**config.mk**
```make
export PLATFORM = sky130hd
export DESIGN_NAME = multicycle_ctrl_flat
export DESIGN_NICKNAME = d
export VERILOG_FILES = /design/src/rtl/multicycle_ctrl_pkg.sv /design/src/rtl/multicycle_ctrl_if.sv /design/src/rtl/multicycle_ctrl_mem_wait_timer.sv /design/src/rtl/multicycle_ctrl.sv /design/src/flat_wrapper.sv
export SDC_FILE = /design/constraint.sdc
export NUM_CORES = 1
export LEC_CHECK = 0
export BUFFER_PORTS_ARGS = -buffer_cell sky130_fd_sc_hd__buf_2
export CAP_MARGIN = 20
export CORE_ASPECT_RATIO = 0.9
export CORE_MARGIN = 2
export CORE_UTILIZATION = 53
export CTS_BUF_LIST = sky130_fd_sc_hd__clkbuf_4
export CTS_CLUSTER_DIAMETER = 150
export CTS_CLUSTER_SIZE = 24
export DETAILED_ROUTE_END_ITERATION = 10
export PLACE_DENSITY = 0.82
export SLEW_MARGIN = 15
export SYNTH_ARGS = -nofsm -noshare
export SYNTH_HDL_FRONTEND = slang
export SYNTH_SLANG_ARGS = --single-unit
```
**constraint.sdc**
```tcl
create_clock -name clk -period 2.34 [get_ports clk]
set_input_delay 0.117 -clock clk [delete_from_list [all_inputs] [get_ports clk]]
set_output_delay 0.117 -clock clk [all_outputs]
set_load 0.01 [all_outputs]
```
**src/rtl/multicycle_ctrl_pkg.sv**
```systemverilog
// Shared constants for the multicycle MIPS controller: opcodes, state codes,
// ALU/mux select encodings and the internal control-word layout.
package mips_ctrl_pkg;

  localparam logic [5:0] OP_RTYPE = 6'b000000;
  localparam logic [5:0] OP_LW    = 6'b100011;
  localparam logic [5:0] OP_SW    = 6'b101011;
  localparam logic [5:0] OP_BEQ   = 6'b000100;
  localparam logic [5:0] OP_BNE   = 6'b000101;
  localparam logic [5:0] OP_ADDI  = 6'b001000;
  localparam logic [5:0] OP_J     = 6'b000010;

  typedef logic [3:0] state_t;

  localparam state_t S_FETCH   = 4'd0;
  localparam state_t S_DECODE  = 4'd1;
  localparam state_t S_MEMADR  = 4'd2;
  localparam state_t S_MEMRD   = 4'd3;
  localparam state_t S_MEMWB   = 4'd4;
  localparam state_t S_MEMWR   = 4'd5;
  localparam state_t S_RTYPEEX = 4'd6;
  localparam state_t S_RTYPEWB = 4'd7;
  localparam state_t S_BEQEX   = 4'd8;
  localparam state_t S_ADDIEX  = 4'd9;
  localparam state_t S_ADDIWB  = 4'd10;
  localparam state_t S_JEX     = 4'd11;
  localparam state_t S_BNEEX   = 4'd12;
  localparam state_t S_ERR     = 4'd13;

  localparam logic [1:0] ALUOP_ADD   = 2'b00;
  localparam logic [1:0] ALUOP_SUB   = 2'b01;
  localparam logic [1:0] ALUOP_FUNCT = 2'b10;

  localparam logic [1:0] SRCB_REGB    = 2'b00;
  localparam logic [1:0] SRCB_FOUR    = 2'b01;
  localparam logic [1:0] SRCB_IMM     = 2'b10;
  localparam logic [1:0] SRCB_IMM_SH2 = 2'b11;

  localparam logic [1:0] PCSRC_ALU    = 2'b00;
  localparam logic [1:0] PCSRC_ALUOUT = 2'b01;
  localparam logic [1:0] PCSRC_JUMP   = 2'b10;

  typedef struct packed {
    logic       memreq;
    logic       memwrite;
    logic       iord;
    logic       irwrite;
    logic       pcwrite;
    logic       branch;
    logic [1:0] pcsrc;
    logic       alusrca;
    logic [1:0] alusrcb;
    logic [1:0] aluop;
    logic       regwrite;
    logic       regdst;
    logic       memtoreg;
    logic       illegalOp;
  } ctrl_t;

  // States that own the memory port and are therefore watched by the timer.
  function automatic logic isMemState(input state_t s);
    return (s == S_FETCH) || (s == S_MEMRD) || (s == S_MEMWR);
  endfunction

endpackage

```
**src/rtl/multicycle_ctrl_if.sv**
```systemverilog
// Control bundle between the multicycle controller (master) and the datapath
// plus memory side (slave).
interface multicycle_ctrl_if;

  logic [5:0] op;
  logic       zero;
  logic       mem_ready;
  logic       memreq;
  logic       memwrite;
  logic       iord;
  logic       irwrite;
  logic       pcen;
  logic [1:0] pcsrc;
  logic       alusrca;
  logic [1:0] alusrcb;
  logic [1:0] aluop;
  logic       regwrite;
  logic       regdst;
  logic       memtoreg;
  logic       illegal_op;
  logic       bus_err;

  modport master (
    input  op, zero, mem_ready,
    output memreq, memwrite, iord, irwrite, pcen, pcsrc, alusrca, alusrcb,
           aluop, regwrite, regdst, memtoreg, illegal_op, bus_err
  );

  modport slave (
    output op, zero, mem_ready,
    input  memreq, memwrite, iord, irwrite, pcen, pcsrc, alusrca, alusrcb,
           aluop, regwrite, regdst, memtoreg, illegal_op, bus_err
  );

endinterface

```
**src/rtl/multicycle_ctrl_mem_wait_timer.sv**
```systemverilog
// Watchdog for memory waits: counts stalled cycles and flags the last one
// that still lacks mem_ready. WAIT_TIMEOUT of 0 disables it.
module mem_wait_timer #(
  parameter int WAIT_TIMEOUT = 15,
  parameter int CNT_W        = 4
) (
  input  logic clk,
  input  logic reset,
  input  logic i_clear,
  input  logic i_active,
  input  logic i_ready,
  output logic o_timeout
);

  logic [CNT_W-1:0] r_count;

  always_ff @(posedge clk) begin
    if (reset || i_clear) begin
      r_count <= '0;
    end else if (i_active && !i_ready) begin
      r_count <= r_count + 1'b1;
    end
  end

  generate
    if (WAIT_TIMEOUT == 0) begin : g_off
      assign o_timeout = 1'b0;
    end else begin : g_on
      assign o_timeout = i_active && !i_ready &&
                         (r_count == CNT_W'(WAIT_TIMEOUT - 1));
    end
  endgenerate

endmodule

```
**src/rtl/multicycle_ctrl.sv**
```systemverilog
// Main control FSM of the multicycle MIPS core with memory-ready watchdog.
// Optional bne support is enabled by defining MULTICYCLE_CTRL_BNE_EN.
module multicycle_ctrl
  import mips_ctrl_pkg::*;
#(
  parameter int WAIT_TIMEOUT = 15,
  parameter int CNT_W        = 4
) (
  input  logic                clk,
  input  logic                reset,
  multicycle_ctrl_if.master   bus
);

  state_t r_state;
  state_t w_next;
  ctrl_t  w_ctrl;
  logic   w_timeout;
  logic   w_en;
`ifdef MULTICYCLE_CTRL_BNE_EN
  logic   w_branchNe;
`endif

  // Leaving any state restarts the count, so each memory state starts at zero.
  mem_wait_timer #(
    .WAIT_TIMEOUT (WAIT_TIMEOUT),
    .CNT_W        (CNT_W)
  ) u_timer (
    .clk       (clk),
    .reset     (reset),
    .i_clear   (w_next != r_state),
    .i_active  (isMemState(r_state)),
    .i_ready   (bus.mem_ready),
    .o_timeout (w_timeout)
  );

  always_ff @(posedge clk) begin
    if (reset) begin
      r_state <= S_FETCH;
    end else begin
      r_state <= w_next;
    end
  end

  always_comb begin
    w_next = r_state;
    w_ctrl = '0;
`ifdef MULTICYCLE_CTRL_BNE_EN
    w_branchNe = 1'b0;
`endif
    case (r_state)
      S_FETCH: begin
        w_ctrl.memreq  = 1'b1;
        w_ctrl.alusrcb = SRCB_FOUR;
        if (bus.mem_ready) begin
          w_ctrl.irwrite = 1'b1;
          w_ctrl.pcwrite = 1'b1;
          w_next         = S_DECODE;
        end else if (w_timeout) begin
          w_next = S_ERR;
        end
      end
      S_DECODE: begin
        w_ctrl.alusrcb = SRCB_IMM_SH2;
        case (bus.op)
          OP_LW, OP_SW: w_next = S_MEMADR;
          OP_RTYPE:     w_next = S_RTYPEEX;
          OP_BEQ:       w_next = S_BEQEX;
          OP_ADDI:      w_next = S_ADDIEX;
          OP_J:         w_next = S_JEX;
`ifdef MULTICYCLE_CTRL_BNE_EN
          OP_BNE:       w_next = S_BNEEX;
`endif
          default: begin
            w_ctrl.illegalOp = 1'b1;
            w_next           = S_FETCH;
          end
        endcase
      end
      S_MEMADR: begin
        w_ctrl.alusrca = 1'b1;
        w_ctrl.alusrcb = SRCB_IMM;
        w_next         = (bus.op == OP_SW) ? S_MEMWR : S_MEMRD;
      end
      S_MEMRD: begin
        w_ctrl.memreq = 1'b1;
        w_ctrl.iord   = 1'b1;
        if (bus.mem_ready)  w_next = S_MEMWB;
        else if (w_timeout) w_next = S_ERR;
      end
      S_MEMWB: begin
        w_ctrl.regwrite = 1'b1;
        w_ctrl.memtoreg = 1'b1;
        w_next          = S_FETCH;
      end
      S_MEMWR: begin
        w_ctrl.memreq   = 1'b1;
        w_ctrl.memwrite = 1'b1;
        w_ctrl.iord     = 1'b1;
        if (bus.mem_ready)  w_next = S_FETCH;
        else if (w_timeout) w_next = S_ERR;
      end
      S_RTYPEEX: begin
        w_ctrl.alusrca = 1'b1;
        w_ctrl.alusrcb = SRCB_REGB;
        w_ctrl.aluop   = ALUOP_FUNCT;
        w_next         = S_RTYPEWB;
      end
      S_RTYPEWB: begin
        w_ctrl.regwrite = 1'b1;
        w_ctrl.regdst   = 1'b1;
        w_next          = S_FETCH;
      end
      S_BEQEX: begin
        w_ctrl.alusrca = 1'b1;
        w_ctrl.aluop   = ALUOP_SUB;
        w_ctrl.pcsrc   = PCSRC_ALUOUT;
        w_ctrl.branch  = 1'b1;
        w_next         = S_FETCH;
      end
`ifdef MULTICYCLE_CTRL_BNE_EN
      S_BNEEX: begin
        w_ctrl.alusrca = 1'b1;
        w_ctrl.aluop   = ALUOP_SUB;
        w_ctrl.pcsrc   = PCSRC_ALUOUT;
        w_branchNe     = 1'b1;
        w_next         = S_FETCH;
      end
`endif
      S_ADDIEX: begin
        w_ctrl.alusrca = 1'b1;
        w_ctrl.alusrcb = SRCB_IMM;
        w_next         = S_ADDIWB;
      end
      S_ADDIWB: begin
        w_ctrl.regwrite = 1'b1;
        w_next          = S_FETCH;
      end
      S_JEX: begin
        w_ctrl.pcsrc   = PCSRC_JUMP;
        w_ctrl.pcwrite = 1'b1;
        w_next         = S_FETCH;
      end
      S_ERR:   w_next = S_ERR;
      default: w_next = S_FETCH;
    endcase
  end

  // Reset blanks every output so nothing is written in the reset cycle.
  assign w_en = !reset;

  assign bus.memreq     = w_en & w_ctrl.memreq;
  assign bus.memwrite   = w_en & w_ctrl.memwrite;
  assign bus.iord       = w_en & w_ctrl.iord;
  assign bus.irwrite    = w_en & w_ctrl.irwrite;
  assign bus.pcsrc      = w_en ? w_ctrl.pcsrc : PCSRC_ALU;
  assign bus.alusrca    = w_en & w_ctrl.alusrca;
  assign bus.alusrcb    = w_en ? w_ctrl.alusrcb : SRCB_REGB;
  assign bus.aluop      = w_en ? w_ctrl.aluop : ALUOP_ADD;
  assign bus.regwrite   = w_en & w_ctrl.regwrite;
  assign bus.regdst     = w_en & w_ctrl.regdst;
  assign bus.memtoreg   = w_en & w_ctrl.memtoreg;
  assign bus.illegal_op = w_en & w_ctrl.illegalOp;
  assign bus.bus_err    = w_en & (r_state == S_ERR);
`ifdef MULTICYCLE_CTRL_BNE_EN
  assign bus.pcen = w_en & (w_ctrl.pcwrite | (w_ctrl.branch & bus.zero) |
                            (w_branchNe & ~bus.zero));
`else
  assign bus.pcen = w_en & (w_ctrl.pcwrite | (w_ctrl.branch & bus.zero));
`endif

endmodule

```
**src/flat_wrapper.sv**
```systemverilog
// flat-port wrapper written by rule: the top's interface ports become plain ports
module multicycle_ctrl_flat import mips_ctrl_pkg::*;
#(
  parameter int WAIT_TIMEOUT = 15,
  parameter int CNT_W        = 4
)
  (clk, reset, bus_op, bus_zero, bus_mem_ready, bus_memreq, bus_memwrite, bus_iord, bus_irwrite, bus_pcen, bus_pcsrc, bus_alusrca, bus_alusrcb, bus_aluop, bus_regwrite, bus_regdst, bus_memtoreg, bus_illegal_op, bus_bus_err);
  multicycle_ctrl_if bus_i ();
  input  logic clk;
  input  logic reset;
  input wire logic [$bits(bus_i.op)-1:0] bus_op;
  input wire logic [$bits(bus_i.zero)-1:0] bus_zero;
  input wire logic [$bits(bus_i.mem_ready)-1:0] bus_mem_ready;
  output wire logic [$bits(bus_i.memreq)-1:0] bus_memreq;
  output wire logic [$bits(bus_i.memwrite)-1:0] bus_memwrite;
  output wire logic [$bits(bus_i.iord)-1:0] bus_iord;
  output wire logic [$bits(bus_i.irwrite)-1:0] bus_irwrite;
  output wire logic [$bits(bus_i.pcen)-1:0] bus_pcen;
  output wire logic [$bits(bus_i.pcsrc)-1:0] bus_pcsrc;
  output wire logic [$bits(bus_i.alusrca)-1:0] bus_alusrca;
  output wire logic [$bits(bus_i.alusrcb)-1:0] bus_alusrcb;
  output wire logic [$bits(bus_i.aluop)-1:0] bus_aluop;
  output wire logic [$bits(bus_i.regwrite)-1:0] bus_regwrite;
  output wire logic [$bits(bus_i.regdst)-1:0] bus_regdst;
  output wire logic [$bits(bus_i.memtoreg)-1:0] bus_memtoreg;
  output wire logic [$bits(bus_i.illegal_op)-1:0] bus_illegal_op;
  output wire logic [$bits(bus_i.bus_err)-1:0] bus_bus_err;
  assign bus_i.op = bus_op;
  assign bus_i.zero = bus_zero;
  assign bus_i.mem_ready = bus_mem_ready;
  assign bus_memreq = bus_i.memreq;
  assign bus_memwrite = bus_i.memwrite;
  assign bus_iord = bus_i.iord;
  assign bus_irwrite = bus_i.irwrite;
  assign bus_pcen = bus_i.pcen;
  assign bus_pcsrc = bus_i.pcsrc;
  assign bus_alusrca = bus_i.alusrca;
  assign bus_alusrcb = bus_i.alusrcb;
  assign bus_aluop = bus_i.aluop;
  assign bus_regwrite = bus_i.regwrite;
  assign bus_regdst = bus_i.regdst;
  assign bus_memtoreg = bus_i.memtoreg;
  assign bus_illegal_op = bus_i.illegal_op;
  assign bus_bus_err = bus_i.bus_err;
  multicycle_ctrl #(.WAIT_TIMEOUT(WAIT_TIMEOUT), .CNT_W(CNT_W)) u_core (.clk(clk), .reset(reset), .bus(bus_i));
endmodule
```
* After elaboration in Yosys (flattened, before gate mapping) *
Index checks and enable logic that the tools add are counted.
W data, S select, Z words.

word-level totals
  register bits = 8
  input bits = 10
  output and inout bits = 17

operators by class
  $add $sub $neg = 1
  equality and inequality tests = 19
  mux-type cells = 26
  bitwise gates (word level) = 13
  reductions and logical operators = 16

operators with widths
  cell                   count
  $pmux W4 S8            1
  $eq A4 B4 Y1 const B   6
  $pmux W4 S5            1
  $eq A4 B3 Y1 const B   4
  $mux W4                4
  $and A1 B1 Y1          12
  $eq A6 B6 Y1 const B   2
  $mux W1                11
  $eq A4 B2 Y1 const B   2
  $mux W2                4
  $pmux W2 S2            2
  $eq A6 B2 Y1 const B   1
  $eq A6 B3 Y1 const B   1
  $eq A6 B4 Y1 const B   1
  $logic_not A6 Y1       1
  $pmux W2 S3            1
  $reduce_or A2 Y1       3
  $reduce_or A3 Y1       2
  $reduce_or A6 Y1       1
  $add A4 B1 Y4 const B  1
  $eq A4 B1 Y1 const B   1
  $logic_not A4 Y1       1
  $ne A4 B4 Y1           1
  $reduce_or A4 Y1       1
  6 further kinds        10

* Logic depth before layout (Yosys ltp) *
  depth in word-level cells = 10
  gate-level depth with buffers = 7

* Cells and area by module *
A second synthesis with hierarchy kept.

second synthesis, totals
  cells, all modules = 134
  area total of the unflattened synthesis = 993.5 sq um

by module, submodules not included
  module           instances  cells an instance  area an instance (sq um)
  multicycle_ctrl  1          113                774.5
  mem_wait_timer   1          21                 219.0

* Worst setup path before layout *
OpenSTA, ideal clock, no wires.

  path kind = register -> output
  start = register u_core.r_state[3]
  end = output port bus_pcen
  arrival = 1.518 ns
  required time = 2.223 ns
  path slack = 0.705 ns
  cell stages (with the launch flop) = 5
  path through = dfxtp_1 > buf_1 > nand2_1 > nor4_1 > a211o_1

on the way
  word-level cells in the longest chain between the ends = 5

RTL lines
  element                 RTL line                source
  start, declared         multicycle_ctrl.sv:14   state_t r_state;
  start signal, assigned  multicycle_ctrl.sv:40   r_state <= w_next;
  $eq A4 B4 Y1            multicycle_ctrl.sv:50   case (r_state)
  $mux W1                 multicycle_ctrl.sv:50
  $and A1 B1 Y1           multicycle_ctrl.sv:168  assign bus.pcen = w_en & (w_ctrl.pcwrite | (w_ctrl.branch & bus.zero));
  $or A1 B1 Y1 (*)        multicycle_ctrl.sv:168
  $and A1 B1 Y1 (*)       multicycle_ctrl.sv:168
  end, declared           flat_wrapper.sv:18      output wire logic [$bits(bus_i.pcen)-1:0] bus_pcen;

Mark *: on every way between the ends. The rest lies on a longest branch, timed or not.

* Final worst setup path *
  start = register u_core.r_state[1]
  end = register u_core.u_timer.r_count[0]

on the way
  word-level cells in the longest chain between the ends = 10

RTL lines
  element                                                  RTL line                                                                    source
  $eq A4 B2 Y1 / $logic_not A4 Y1 (equally long branches)  multicycle_ctrl_pkg.sv:62, multicycle_ctrl.sv:50
  $logic_or A1 B1 Y1 (2 in series)                         multicycle_ctrl_pkg.sv:62                                                   return (s == S_FETCH) || (s == S_MEMRD) || (s == S_MEMWR);
  $logic_and A1 B1 Y1                                      multicycle_ctrl_mem_wait_timer.sv:20, multicycle_ctrl_mem_wait_timer.sv:29
  $logic_and A1 B1 Y1                                      multicycle_ctrl_mem_wait_timer.sv:29                                        assign o_timeout = i_active && !i_ready &&
  $mux W4                                                  multicycle_ctrl.sv:58, multicycle_ctrl.sv:88, multicycle_ctrl.sv:100
  $mux W4, on equally long branches                        multicycle_ctrl.sv:99, multicycle_ctrl.sv:54, multicycle_ctrl.sv:87
  $pmux W4 S8                                              multicycle_ctrl.sv:50
  $ne A4 B4 Y1                                             multicycle_ctrl.sv:30                                                       .i_clear (w_next != r_state),
  $logic_or A1 B1 Y1                                       multicycle_ctrl_mem_wait_timer.sv:18                                        if (reset || i_clear) begin
  end signal, assigned                                     multicycle_ctrl_mem_wait_timer.sv:21                                        r_count <= r_count + 1'b1;
  end, declared                                            multicycle_ctrl_mem_wait_timer.sv:15                                        logic [CNT_W-1:0] r_count;

Several ways; a longest one is shown, not always the timed one.
A chain may end at the register's enable or synchronous reset.

==> metrics.md <==
| Metric | Value |
|---|---|
| Outcome | complete, no violations |
| Post-Route WL | 2.36 mm |
| Syn Inst Count | 127 |
| Top cells by area, synth | dfxtp_1 (18%), nor2_1 (6.3%), nand2_1 (5.0%) |
| Reg clk slew, reported paths | 0.05 ns |
| Critical path class | flop to flop |
| CTS Buf Count | 3 |
| Storage element area | 160 µm² |
| Hold EP | u_core.r_state[3]$_SDFF_PP0_ |
| Pwr dens | 327 nW/µm² |
| Placer Congestion | 0.893 |
| Post-route DRC violation count | 0 |
| GRT met2 Usage | 0.365 |
| Drt pass-1 iters | 4 |
| Final Max Tran Viols | 0 |
| Number of synthesized register bits | 8 |
| Largest family of logic cells by synthesized area | simple AND/OR/NAND/NOR gates |
| Rel. slew slack | 0.494 |
| Die height | 43.1 µm |
| Vias in the first global route | 916 |
| Initial Utilization | 0.551 |
| Synth Area in XOR/XNOR | 0.0585 |
| Syn Nets | 139 |
| Multi-input combinational cell area | 682 µm² |
| Crit Reg-Reg Startpoint | u_core.r_state[1]$_SDFF_PP0_ |
| Area growth syn-to-layout | 17.8% |
| Violation count after the first detailed-route iteration | 29 |
| Critical Path Sink Type | flop |
| Vias | 1046 |
| Max-cap violations | 0 |
| Total congestion overflow | 0 |
| Crit path time final | 2.03 ns |
| Largest net degree at the start of global routing | 23 |
| Post-Synth Adder-Cell Area | 0.0279 |
| CP Max Fanout | 13 |
| Final worst path period share | 0.867 |
| H-tree depth | 1 |
| # rows | 14 |
| Top Ports | 27 |
| Async SR Flop Fraction | 0 |
| Setup Viol. Count Final | 0 |
| R2r setup slk | 0.31 ns |
| Number of synthesized flops with an enable pin | 0 |
| Die area | 2040 µm² |
| Nets | 162 |
| Total negative slack | 0 ns |
| GRT Total Usage | 0.253 |
| Worst Clk Skew | 0.000811 ns |
| Synth Cell Area | 898 µm² |
| Hold depth | 2 |
| Yosys top cell by area | dfxtp_1 |
| YS warnings | 0 |
| Arr. time, crit path | 2.18 ns |
| Worst Hold Launch | reset |
| Busiest layer in global routing | met1 |
| Finished Cell Area | 1060 µm² |
| Top_reg_cell synth | dfxtp_1 |
| Post-synthesis compound-gate area fraction | 0.284 |
| GR Util met1 | 0.370 |
| Clock sinks | 8 |
| Worst Setup Start Kind | flop |
| Syn avg cell area | 7.07 µm² |
| Number of inserted diodes | 0 |
| Slew @ Worst Pin | 0.758 ns |
| Via/cell ratio | 6.08 |
| Simple-gate share of the synthesized area | 0.389 |
| CTS Hold Buffers Added | 0 |
| Skew-Pair Late Insertion Delay | 0.24 ns |
| Layout cells sized above 1 | 0.264 |
| Dpl hpwl | 1.85 mm |
| CTS tree | done |
| Hold WC Path Type | input pin to flop |
| Library cells used by synthesis | 45 |
| Placement Cell Area | 1040 µm² |
| Layout fillers | 158 |
| R2r endpoint | u_core.u_timer.r_count[0]$_SDFFE_PP0P_ |
| Peak supply drop | 216 µV |
| First-pass GRT wire length | 3.86 mm |
| Mux cell area share after synthesis | 0 |
| Register area share after synthesis | 0.178 |
| Final hold vios | 0 |
| Root Driver | clkbuf_4 |
| WL per Instance | 13.7 µm |
| Share of the synthesized area in the top cell type | 0.178 |
| Core area | 1630 µm² |
| R2R depth | 6 |
| Met3 usage | 0.0298 |
| Fmax | 493 MHz |
| RSZ-0062 raised after global routing | no |
| Leakage | 0.000439 µW |
| Critical path required time | 2.49 ns |
| Die Wd | 47.4 µm |
| Port-buffer cells | 26 |
| Post-CTS setup buffer count | 0 |
| Initial antenna violation count | 0 |
| Final antenna-violating net count | 0 |
| Longest Clk Path Bufs | 2 |
| Resize count post-CTS | 0 |
state kept, by name, indices dropped and copies added (netlist names):
| name | cells |
|---|---|
| u_core.r_state | 4 |
| u_core.u_timer.r_count | 4 |
per-stage QoR:
step / worst slack [ns] / hold slack (ns) / cells / util / total power (µW)
global route: 0.141 / 0.245 / 172 / 0.650 / 364
global placement: 0.417 / 0.473 / 169 / 0.636 / 243
detailed placement: 0.372 / 0.472 / 169 / 0.636 / 246
floorplan: 0.705 / 0.335 / 127 / - / 215
CTS: 0.346 / 0.220 / 172 / 0.650 / 346
finish: 0.311 / 0.227 / 172 / 0.650 / 346
critical path: stages, from the launching register on:
cell	delay, ns
dfxtp_1	0.45
buf_4	0.24
nor2b_1	0.33
nand3_1	0.14
and4_1	0.25
a31o_2	0.28
a211oi_1	0.25
logic make-up (layout without fill, tap and decap cells):
group           after synthesis  after routing
buf+inv                      14             35
simple gates                 65             65
compound gates               32             32
fa+ha+maj                     2              2
flops                         8              8
xor+xnor                      6              6
worst max-delay path by stage:
stage | startpoint | end | slack (ns) | depth (start not counted)
CTS | u_core.r_state[1]$_SDFF_PP0_ | u_core.u_timer.r_count[0]$_SDFFE_PP0P_ | 0.35 | 6
floorplan | u_core.r_state[3]$_SDFF_PP0_ | bus_pcen | 0.71 | 4
global placement | u_core.r_state[1]$_SDFF_PP0_ | u_core.u_timer.r_count[0]$_SDFFE_PP0P_ | 0.42 | 6
detailed placement | u_core.r_state[1]$_SDFF_PP0_ | u_core.u_timer.r_count[0]$_SDFFE_PP0P_ | 0.37 | 6
global route | u_core.r_state[3]$_SDFF_PP0_ | bus_pcen | 0.14 | 4
finish | u_core.r_state[1]$_SDFF_PP0_ | u_core.u_timer.r_count[0]$_SDFFE_PP0P_ | 0.31 | 6
routing by layer:
layer / up-vias / part of all wire
met2: 47 / 0.46
li1: 519 / -
met3: 8 / 0.067
met1: 472 / 0.45
met5: - / 0
met4: 0 / 0.024
synth_stat cells, types with 2 or more instances:
master and instances:
xnor2_1 3, xor2_1 3, o211ai_1 2, buf_2 3, or3_1 2, a211oi_2 2
nor2_1 15, a31oi_1 2, ha_1 2, nor3_1 7, o21ai_0 6, nand3_1 5
o21a_1 3, a21oi_1 4, dfxtp_1 8, nand2b_1 2, and4b_1 2, nand4_1 3
clkbuf_1 5, nor2b_1 4, nor4_1 6, inv_1 2, nand2_1 12, buf_1 3
report_power, final:
part           total [µW]  switching, µW  internal, µW
clock                 101           42.7          58.4
sequential            150           9.41           141
combinational        94.4           54.9          39.5
cell usage in the layout (no fill, tap or decap), types with 2 or more instances in the layout:
master,instances
o21ai_0,6
nor4_1,6
ha_1,2
o21a_1,3
buf_2,26
or3_1,2
buf_4,3
xor2_1,3
nand2_1,12
nor3_1,7
inv_1,2
a211oi_2,2
nand3_1,5
clkbuf_4,3
nor2b_1,4
a21oi_1,4
o211ai_1,2
nor2_1,15
nand2b_1,2
and4b_1,2
nand4_1,3
xnor2_1,3
dfxtp_1,8
a31oi_1,2
cell type report:
type,count,share of cell area
inverters,3,0.0106
flip-flops and latches,8,0.151
repair buffers,29,0.144
multi-input cells,105,0.644
clock buffers,3,0.0213
well taps,24,0.0284
Power figures use the tool's default switching activity.
